`src/rtl/dmem_arbiter.sv`:
```
// dmem_arbiter
// Shares one single-port data memory between two requesters:
//   port A - core load/store path (core_stall tells the core to wait)
//   port B - loader/debug path
// Each access owns the memory for MEM_LATENCY cycles (gnt high), then the
// port gets a one-cycle ack with read data. Round-robin between the ports
// when both are eligible in the same IDLE cycle.
//
// Ports:
//   clock, reset          : clock, synchronous active-low reset
//   a_* / b_*             : requester ports (req/we/addr/wdata in,
//                           gnt/ack/rdata out)
//   core_stall            : a_req & ~a_ack
//   mem_*                 : memory pins (address, write_data, memwrite out,
//                           read_data in)
//   perf_*                : 16-bit saturating event counters
//
// Optional feature: define DMEM_ARBITER_PERF_EN to build the perf counters;
// otherwise the perf_* outputs are tied to 0.
module dmem_arbiter #(
    parameter int MEM_LATENCY = 1,   // 1..15
    parameter int ADDR_WIDTH  = 32,
    parameter int DATA_WIDTH  = 32
) (
    input  logic                  clock,
    input  logic                  reset,
    input  logic                  a_req,
    input  logic                  a_we,
    input  logic [ADDR_WIDTH-1:0] a_addr,
    input  logic [DATA_WIDTH-1:0] a_wdata,
    output logic                  a_gnt,
    output logic                  a_ack,
    output logic [DATA_WIDTH-1:0] a_rdata,
    input  logic                  b_req,
    input  logic                  b_we,
    input  logic [ADDR_WIDTH-1:0] b_addr,
    input  logic [DATA_WIDTH-1:0] b_wdata,
    output logic                  b_gnt,
    output logic                  b_ack,
    output logic [DATA_WIDTH-1:0] b_rdata,
    output logic                  core_stall,
    output logic [ADDR_WIDTH-1:0] mem_address,
    output logic [DATA_WIDTH-1:0] mem_write_data,
    output logic                  mem_memwrite,
    input  logic [DATA_WIDTH-1:0] mem_read_data,
    output logic [15:0]           perf_a_grants,
    output logic [15:0]           perf_b_grants,
    output logic [15:0]           perf_conflicts
);

    typedef enum logic [1:0] {IDLE, BUSY_A, BUSY_B} state_t;

    localparam logic [3:0] CNT_INIT = 4'(MEM_LATENCY - 1);

    state_t     state, state_nxt;
    logic       last_winner;   // 0 = A, 1 = B
    logic [3:0] cnt;
    logic       lat_we;        // latched write flag; writes return 0 data
    logic       elig_a, elig_b;
    logic       grant_a, grant_b, done;

    // A port acked this cycle is masked so a still-held request is not
    // re-granted as if it were new.
    assign elig_a = a_req & ~a_ack;
    assign elig_b = b_req & ~b_ack;

    assign a_gnt      = (state == BUSY_A);
    assign b_gnt      = (state == BUSY_B);
    assign core_stall = a_req & ~a_ack;

    always_ff @(posedge clock) begin
        if (!reset) state <= IDLE;
        else        state <= state_nxt;
    end

    always_comb begin
        state_nxt = state;
        grant_a   = 1'b0;
        grant_b   = 1'b0;
        done      = 1'b0;
        case (state)
            IDLE: begin
                // On a tie the port that did not win last time goes first.
                if (elig_a && (!elig_b || last_winner)) begin
                    grant_a   = 1'b1;
                    state_nxt = BUSY_A;
                end else if (elig_b) begin
                    grant_b   = 1'b1;
                    state_nxt = BUSY_B;
                end
            end
            BUSY_A, BUSY_B: begin
                if (cnt == 4'd0) begin
                    done      = 1'b1;
                    state_nxt = IDLE;
                end
            end
            default: state_nxt = IDLE;
        endcase
    end

    always_ff @(posedge clock) begin
        if (!reset) begin
            last_winner    <= 1'b1;
            cnt            <= 4'd0;
            lat_we         <= 1'b0;
            a_ack          <= 1'b0;
            b_ack          <= 1'b0;
            a_rdata        <= '0;
            b_rdata        <= '0;
            mem_address    <= '0;
            mem_write_data <= '0;
            mem_memwrite   <= 1'b0;
        end else begin
            a_ack <= 1'b0;
            b_ack <= 1'b0;
            if (grant_a || grant_b) begin
                mem_address    <= grant_a ? a_addr  : b_addr;
                mem_write_data <= grant_a ? a_wdata : b_wdata;
                mem_memwrite   <= grant_a ? a_we    : b_we;
                lat_we         <= grant_a ? a_we    : b_we;
                last_winner    <= grant_b;
                cnt            <= CNT_INIT;
            end else if (state != IDLE) begin
                // Write strobe lasts only the first BUSY cycle.
                mem_memwrite <= 1'b0;
                if (!done) begin
                    cnt <= cnt - 4'd1;
                end else if (state == BUSY_A) begin
                    a_ack   <= 1'b1;
                    a_rdata <= lat_we ? '0 : mem_read_data;
                end else begin
                    b_ack   <= 1'b1;
                    b_rdata <= lat_we ? '0 : mem_read_data;
                end
            end
        end
    end

`ifdef DMEM_ARBITER_PERF_EN
    logic conflict;
    assign conflict = (state == IDLE) && elig_a && elig_b;

    always_ff @(posedge clock) begin
        if (!reset) begin
            perf_a_grants  <= 16'd0;
            perf_b_grants  <= 16'd0;
            perf_conflicts <= 16'd0;
        end else begin
            if (grant_a && perf_a_grants != 16'hFFFF)
                perf_a_grants <= perf_a_grants + 16'd1;
            if (grant_b && perf_b_grants != 16'hFFFF)
                perf_b_grants <= perf_b_grants + 16'd1;
            if (conflict && perf_conflicts != 16'hFFFF)
                perf_conflicts <= perf_conflicts + 16'd1;
        end
    end
`else
    assign perf_a_grants  = 16'd0;
    assign perf_b_grants  = 16'd0;
    assign perf_conflicts = 16'd0;
`endif

endmodule

```
`config.mk`:
```
export PLATFORM = sky130hd
export DESIGN_NAME = dmem_arbiter
export DESIGN_NICKNAME = d
export VERILOG_FILES = /design/src/rtl/dmem_arbiter.sv
export SDC_FILE = /design/constraint.sdc
export NUM_CORES = 1
export LEC_CHECK = 0
export BUFFER_PORTS_ARGS = -buffer_cell sky130_fd_sc_hd__clkbuf_2
export CAP_MARGIN = 20
export CORE_AREA = 2 2 137 139
export CTS_BUF_LIST = sky130_fd_sc_hd__clkbuf_4
export CTS_CLUSTER_SIZE = 30
export DETAILED_ROUTE_END_ITERATION = 8
export DIE_AREA = 0 0 139 141
export GPL_ROUTABILITY_DRIVEN = 0
export HOLD_SLACK_MARGIN = 0.02
export PLACE_DENSITY = 0.64
export SETUP_SLACK_MARGIN = 0.05
export SYNTH_ARGS = -nofsm -noshare
export SYNTH_HDL_FRONTEND = slang
export SYNTH_SLANG_ARGS = --single-unit
```
`constraint.sdc`:
```
create_clock -name clock -period 2.15 [get_ports clock]
set_clock_uncertainty 0.05 [all_clocks]
set_input_delay 0.215 -clock clock [delete_from_list [all_inputs] [get_ports clock]]
set_output_delay 0.215 -clock clock [all_outputs]
set_load 0.01 [all_outputs]
```
==> metrics, run 1 <==
status=complete, no violations; min Tclk post-route=1880 ps; Synth area leader=dfxtp_1; Worst Path Max Fanout=113; crit start category=register; clk buf depth=2; Avg Cell Area, Syn=7.68 um^2; Min-Delay Path Class=primary input to register; worst-case reg-to-reg path depth=7; final net count=1390; R2R Path Start=state[0]; Synth Cell Area=6090 um^2; Worst Path Arrival=2300 ps; pre-CTS setup slack=283 ps; max-capacitance violation count=0; CTS HTree Levels=4; Reg2Reg Setup Slack=270 ps; Port Buffers=299; RSZ-0062 raised after global routing=no; cell family with most CP delay=buffers and inverters; Crit Reg-Reg Endpoint=mem_address[9]; CTS Buf Count=17; FP Rows=50; Fin Setup TNS=0 ps; first-pass GRT wire length=33400 um; routed vias/inst=4.71; Setup violations, final=0; Tot Pwr=7.06 mW; Cell variety after synth=35; detailed placement HPWL=13000 um; I/O Pins=348; Hold EP=mem_memwrite; clk sinks=139; CTS resizes=0; antenna-violating nets left=0; final hold vios=0; Tot GR Track Use=0.210; worst path bufs/invs=3; post-layout util=0.523; Final Cycle Share=0.876; VDD IR max=0.354 mV; Die X=139 um; Via Count=6908; Initial DRT Pass Iterations=5; Routed WL=21300 um; CTS Root Cell=clkbuf_4; Power Dens Cells=738 nW/um^2; Max Clk Rate=0.531 GHz; vias in the first global route=6592; Leak=4.38 nW; Iter 0 DRT Violations=393; Yosys reg bits=139; initial antenna violation count=0; synthesized instance count=793; Crit-path slowest cell=dfxtp_1; CTS tree=yes; DR top layer=met4; Cells after DPL=1272; met3 wire length=1600 um; Hold Startpoint=a_req; CP most frequent cell=inv_1; chip height=141 um; Starting Density=0.333; grt ovf=0; hold depth=4; Layout Area Growth over Synthesis=57.0%; routed length per instance=14.5 um; crit-path max cell delay=340 ps; Crit Path Class=register to register; Yosys Warn Count=0; post-route DRC violation count=0; final setup margin=267 ps; wl on met1=8990 um; core area=18300 um^2; Crit. End Element=register; Antenna Cells=0; share of cells above drive strength 1=0.279; die area=19600 um^2; clock latency on the worst-skew pair=520 ps; Crit path required time=2570 ps; WL met2=9840 um; maximum number of pins on one net before global-route repair=114; CP Cell Sequence=inv_1, ha_1, inv_1, a21oi_4, buf_12, o21ai_0, a31oi_1; ranking of synthesized cells by area=dfxtp_1 46%, nand2_1 12%, o21ai_0 10%; final max-slew violation count=0; Synth top area share=0.457; post-synthesis sequential area ratio=0.457; Non-Filler Instances=1466; Worst-path clk slew=130 ps
-- sequential cells by signal, summed over array words and instances (netlist names) --
register        count
a_rdata            32
b_rdata            32
mem_address        32
mem_write_data     32
cnt                 4
state               2
a_ack               1
b_ack               1
last_winner         1
lat_we              1
mem_memwrite        1
-- cell families (layout without fill, tap and decap cells) --
family / after synthesis / after routing / share of synthesized area
AO/OA/AOI/OAI: 210 / 210 / 0.191
XOR/XNOR: 1 / 1 / 0.00144
adder cells (fa/ha/maj): 4 / 4 / 0.00822
buffers and inverters: 121 / 513 / 0.111
flip-flops: 139 / 139 / 0.457
multiplexers: 1 / 1 / 0.00164
other: 1 / 48 / 0.000616
AND/OR/NAND/NOR: 316 / 316 / 0.229
-- what timing repair did --
action,CTS,global route
endpoints found under the hold margin,135,0
setup buffers,0,0
hold buffers,163,0
-- area by class of cell --
type,instances,area (um^2)
Clock inverter,14,178
Fill cell,1680,8700
Timing Repair Buffer,476,3340
Inverter,6,22.5
Tap cell,234,293
Clock buffer,17,128
Multi-Input combinational cell,580,2820
Sequential cell,139,2780
-- worst max path at each step --
stage                     end      from  depth (start not counted)
2_1_floorplan     b_rdata[11]  state[0]                          6
6_report       mem_address[9]  state[0]                          7
5_1_grt          mem_memwrite     b_ack                          5
3_5_place_dp      b_rdata[29]  state[1]                          7
4_1_cts           b_rdata[22]  state[0]                          7
3_3_place_gp     mem_memwrite     b_ack                          5
-- through the flow --
stage	hold slack, ps	area [um^2]
after floorplan	317	6270
after global placement	386	7630
after detailed placement	393	7630
after CTS	30.1	9560
after global routing	79.1	9560
final	97.4	9560
-- metal layers --
metal	global-route usage	up-vias
met2	0.338	344
met3	0.0567	55
met4	0.112	0
met1	0.256	3059
met5	0	-
li1	-	3450
-- worst reg2reg max path: cells and delay by family, from the launching register on --
kind                     cells  cell delay (ps)
adder cells (fa/ha/maj)      1              240
AO/OA/AOI/OAI                3              610
flip-flops                   1              340
buffers and inverters        3              580
-- cell usage in the layout, fill, tap and decap left out, types with 5 or more instances in the layout --
cell           count
conb_1            48
nor2b_1           32
clkbuf_4          17
clkinv_1           5
dfxtp_1          139
a31oi_1           64
nand3_1           66
buf_4              6
clkbuf_2         298
dlygate4sd3_1    163
inv_1              6
o21ai_0          127
o21ai_1            5
nor2_1             7
buf_12             8
nand2_1          199
-- power by group --
group / switching [mW] / total (mW) / leakage [nW] / internal [mW]
sequential: 0.161 / 3.04 / 1.14 / 2.88
combinational: 1.24 / 2.14 / 3.09 / 0.895
clock: 0.980 / 1.88 / 0.148 / 0.899
-- Yosys cell counts --
cell and number:
a31oi_1 64, dfxtp_1 139, buf_4 52, a211o_1 1, ha_1 4, and4bb_2 1, o21ai_1 5, xnor2_1 1
inv_1 6, clkbuf_2 3, nand2_1 199, mux2i_1 1, o32ai_1 1, o22ai_1 1, o2bb2ai_1 1, a21oi_2 1
o211ai_1 2, clkbuf_1 38, nand3b_1 1, buf_2 20, o211a_1 1, nand3_1 67, a211oi_1 1, nor2b_1 32
o21ai_0 127, nor3b_4 1, conb_1 1, a21boi_0 1, nor3_1 1, nor2_1 7, and2_1 2, a21oi_1 4
buf_1 2, nor4_1 1, nand2b_1 4
Power figures use the tool's default switching activity.
==> run 2, diff against run 1 <==
--- a/config.mk
+++ b/config.mk
@@ -14,7 +14,7 @@
 export DIE_AREA = 0 0 139 141
 export GPL_ROUTABILITY_DRIVEN = 0
 export HOLD_SLACK_MARGIN = 0.02
-export PLACE_DENSITY = 0.64
+export PLACE_DENSITY = 0.66
 export SETUP_SLACK_MARGIN = 0.05
 export SYNTH_ARGS = -nofsm -noshare
 export SYNTH_HDL_FRONTEND = slang
==> constraint.sdc (replaced) <==
create_clock -name clock -period 1.53 [get_ports clock]
set_clock_uncertainty 0.05 [all_clocks]
set_input_delay 0.153 -clock clock [delete_from_list [all_inputs] [get_ports clock]]
set_output_delay 0.153 -clock clock [all_outputs]
set_load 0.01 [all_outputs]
==> run 2 against run 1 <==
Net effect: the flow now finishes with violations (setup timing); global-route usage up 5.9 points; setup slack got worse by 540 ps; clock power up 34%; non-clock buffer count increased by 116; maximum frequency up 4.2%; die area is the same; sequential share of layout area down 6.4 points; clock-buffer cell count is 2 higher; first-iteration DRC count up 58%; hold slack improved by 9.1 ps; critical path depth increased by 2; sequential power grew 45%; critical path type unchanged.
==> metrics, run 2 (synthesis gave the netlist of run 1 again) <==
Hold Startpoint=b_req; register area=2790 um^2 (+0.18%); Cells after DPL=1311 (+3.1%); max-capacitance violation count=0 (unchanged); status=finished, violations left; Crit-path slowest cell=dfxtp_2; clk sinks=139 (unchanged); Crit Path Class=register to register; Routed WL=32500 um (+53%); first-pass GRT wire length=42000 um (+26%); initial antenna violation count=0 (unchanged); Iter 0 DRT Violations=620 (+58%); Layout Area Growth over Synthesis=101%; Tot GR Track Use=0.268 (+0.0587); Non-Filler Instances=1584 (+8.0%); clock latency on the worst-skew pair=530 ps (about the same); die area=19600 um^2 (unchanged); Setup violations, final=138 (+138); Worst-path clk slew=120 ps (about the same); R2R Path Start=state[0]; clock power share=0.193 (-0.073); Min-Delay Path Class=primary input to register; Die X=139 um (unchanged); hold slack=107 ps (+9.13 ps); CP most frequent cell=buf_12; Worst Path Max Fanout=7 (-94%); Final Cycle Share=1.18 (+0.305); Starting Density=0.333 (unchanged); CTS Buf Count=17 (unchanged); Crit path required time=1900 ps (-670 ps); grt ovf=0 (unchanged); core area=18300 um^2 (unchanged); CTS tree=yes; maximum number of pins on one net before global-route repair=65 (-43%); Flop pwr share=0.337 (-0.094); P_sw=4.94 mW (+110%); Worst Path Arrival=2180 ps (-120 ps); Port Buffers=299 (unchanged); worst path bufs/invs=5 (+2); chip height=141 um (unchanged); Crit. End Element=register; final max-slew violation count=0 (unchanged); detailed placement HPWL=13400 um (+3.2%); violated checks=setup timing; pre-CTS setup slack=-218 ps (-501 ps); multi-input logic area=3760 um^2 (+33%); CTS HTree Levels=4 (unchanged); final setup margin=-277 ps (-544 ps); share of cells above drive strength 1=0.469 (+0.190); post-route DRC violation count=0 (unchanged); CP Cell Sequence=inv_2, ha_4, buf_6, o211ai_1, buf_4, buf_12, buf_12, mux2i_4, a21oi_1; vias in the first global route=7886 (+20%); Power Dens Cells=1060 nW/um^2 (+44%); antenna-violating nets left=0 (unchanged); routed length per instance=20.5 um (+41%); commonest non-fill, non-tap cell in the layout=clkbuf_2; VDD IR max=0.783 mV (+120%); crit-path max cell delay=350 ps (about the same); most frequent cells in the layout=295 x clkbuf_2, 163 x dlygate4sd3_1, 135 x dfxtp_1, 124 x nand2_1, 62 x nand3_1; Initial DRT Pass Iterations=5 (unchanged); Fillers=1270 (-24%); min Tclk post-route=1810 ps (-76.0 ps); CTS Root Cell=clkbuf_4; crit path from=state[0]; clk buf depth=2 (unchanged); Leak=5.46 nW (+25%); Pint=8.11 mW (+74%); FP Rows=50 (unchanged); RSZ-0062 raised after global routing=yes; switching share of power=0.378 (+0.0406); crit start category=register; Antenna Cells=0 (unchanged); routed vias/inst=5.32 (+13%); Via Count=8424 (+22%); I/O Pins=348 (unchanged); cell family with most CP delay=buffers and inverters; post-layout util=0.671 (+0.148); Comb pwr share=0.470 (+0.167); final net count=1507 (+8.4%); final hold vios=0 (unchanged); Max Clk Rate=0.553 GHz (+4.2%)
run 2: cell type report:
cell class | count | share of cell area
multi-input cells | 581 | 0.307
clock inverters | 13 | 0.0116
repair buffers | 592 | 0.416
well taps | 234 | 0.0239
flip-flops and latches | 139 | 0.227
clock buffers | 19 | 0.0116
inverters | 6 | 0.00245
run 2: final timing paths:
kind | end | slack [ps] | depth (start not counted)
setup / recovery | lat_we | -280 | 9
hold / removal | mem_memwrite | 110 | 5
setup reg to reg | lat_we | -280 | 9
hold reg to reg | b_rdata[28] | 410 | 2
run 2: timing repair:
item,4_1_cts,5_1_grt
hold endpoints to repair,138,0
endpoints found under the setup margin,137,140
setup buffers,36,23
gates cloned,24,12
gates resized for setup,210,190
pin swaps,41,87
hold buffers,163,0
run 2: power groups by stage:
| stage | Combinational [mW] | Clock (mW) | Sequential (mW) |
|---|---|---|---|
| 6_report | 6.14 | 2.51 | 4.40 |
| 3_3_place_gp | 2.96 | 0 | 4.33 |
| 5_1_grt | 6.35 | 2.73 | 4.44 |
| 3_5_place_dp | 2.96 | 0 | 4.33 |
| 2_1_floorplan | 1.52 | 0 | 4.51 |
| 4_1_cts | 5.10 | 2.57 | 4.31 |
run 2: through the flow:
step	setup TNS, ps	instance area (um^2)	power [mW]
after floorplan	-7210	6340	6.03
after global placement	-7710	7970	7.29
after detailed placement	-11860	7970	7.30
after CTS	-17340	11400	12.0
after global routing	-34580	12300	13.5
final	-25270	12300	13.1
run 2: worst register-to-register path: stages (launching register included):
cell,delay [ps]
dfxtp_2,350
inv_2,50
ha_4,170
buf_6,130
o211ai_1,110
buf_4,180
buf_12,160
buf_12,120
mux2i_4,280
a21oi_1,90
run 2: layer usage:
metal,track usage,up-vias,share of wire
met3,0.0781,202,0.096
li1,-,3717,-
met4,0.166,0,0.076
met2,0.447,626,0.48
met1,0.304,3879,0.35
met5,0,-,0
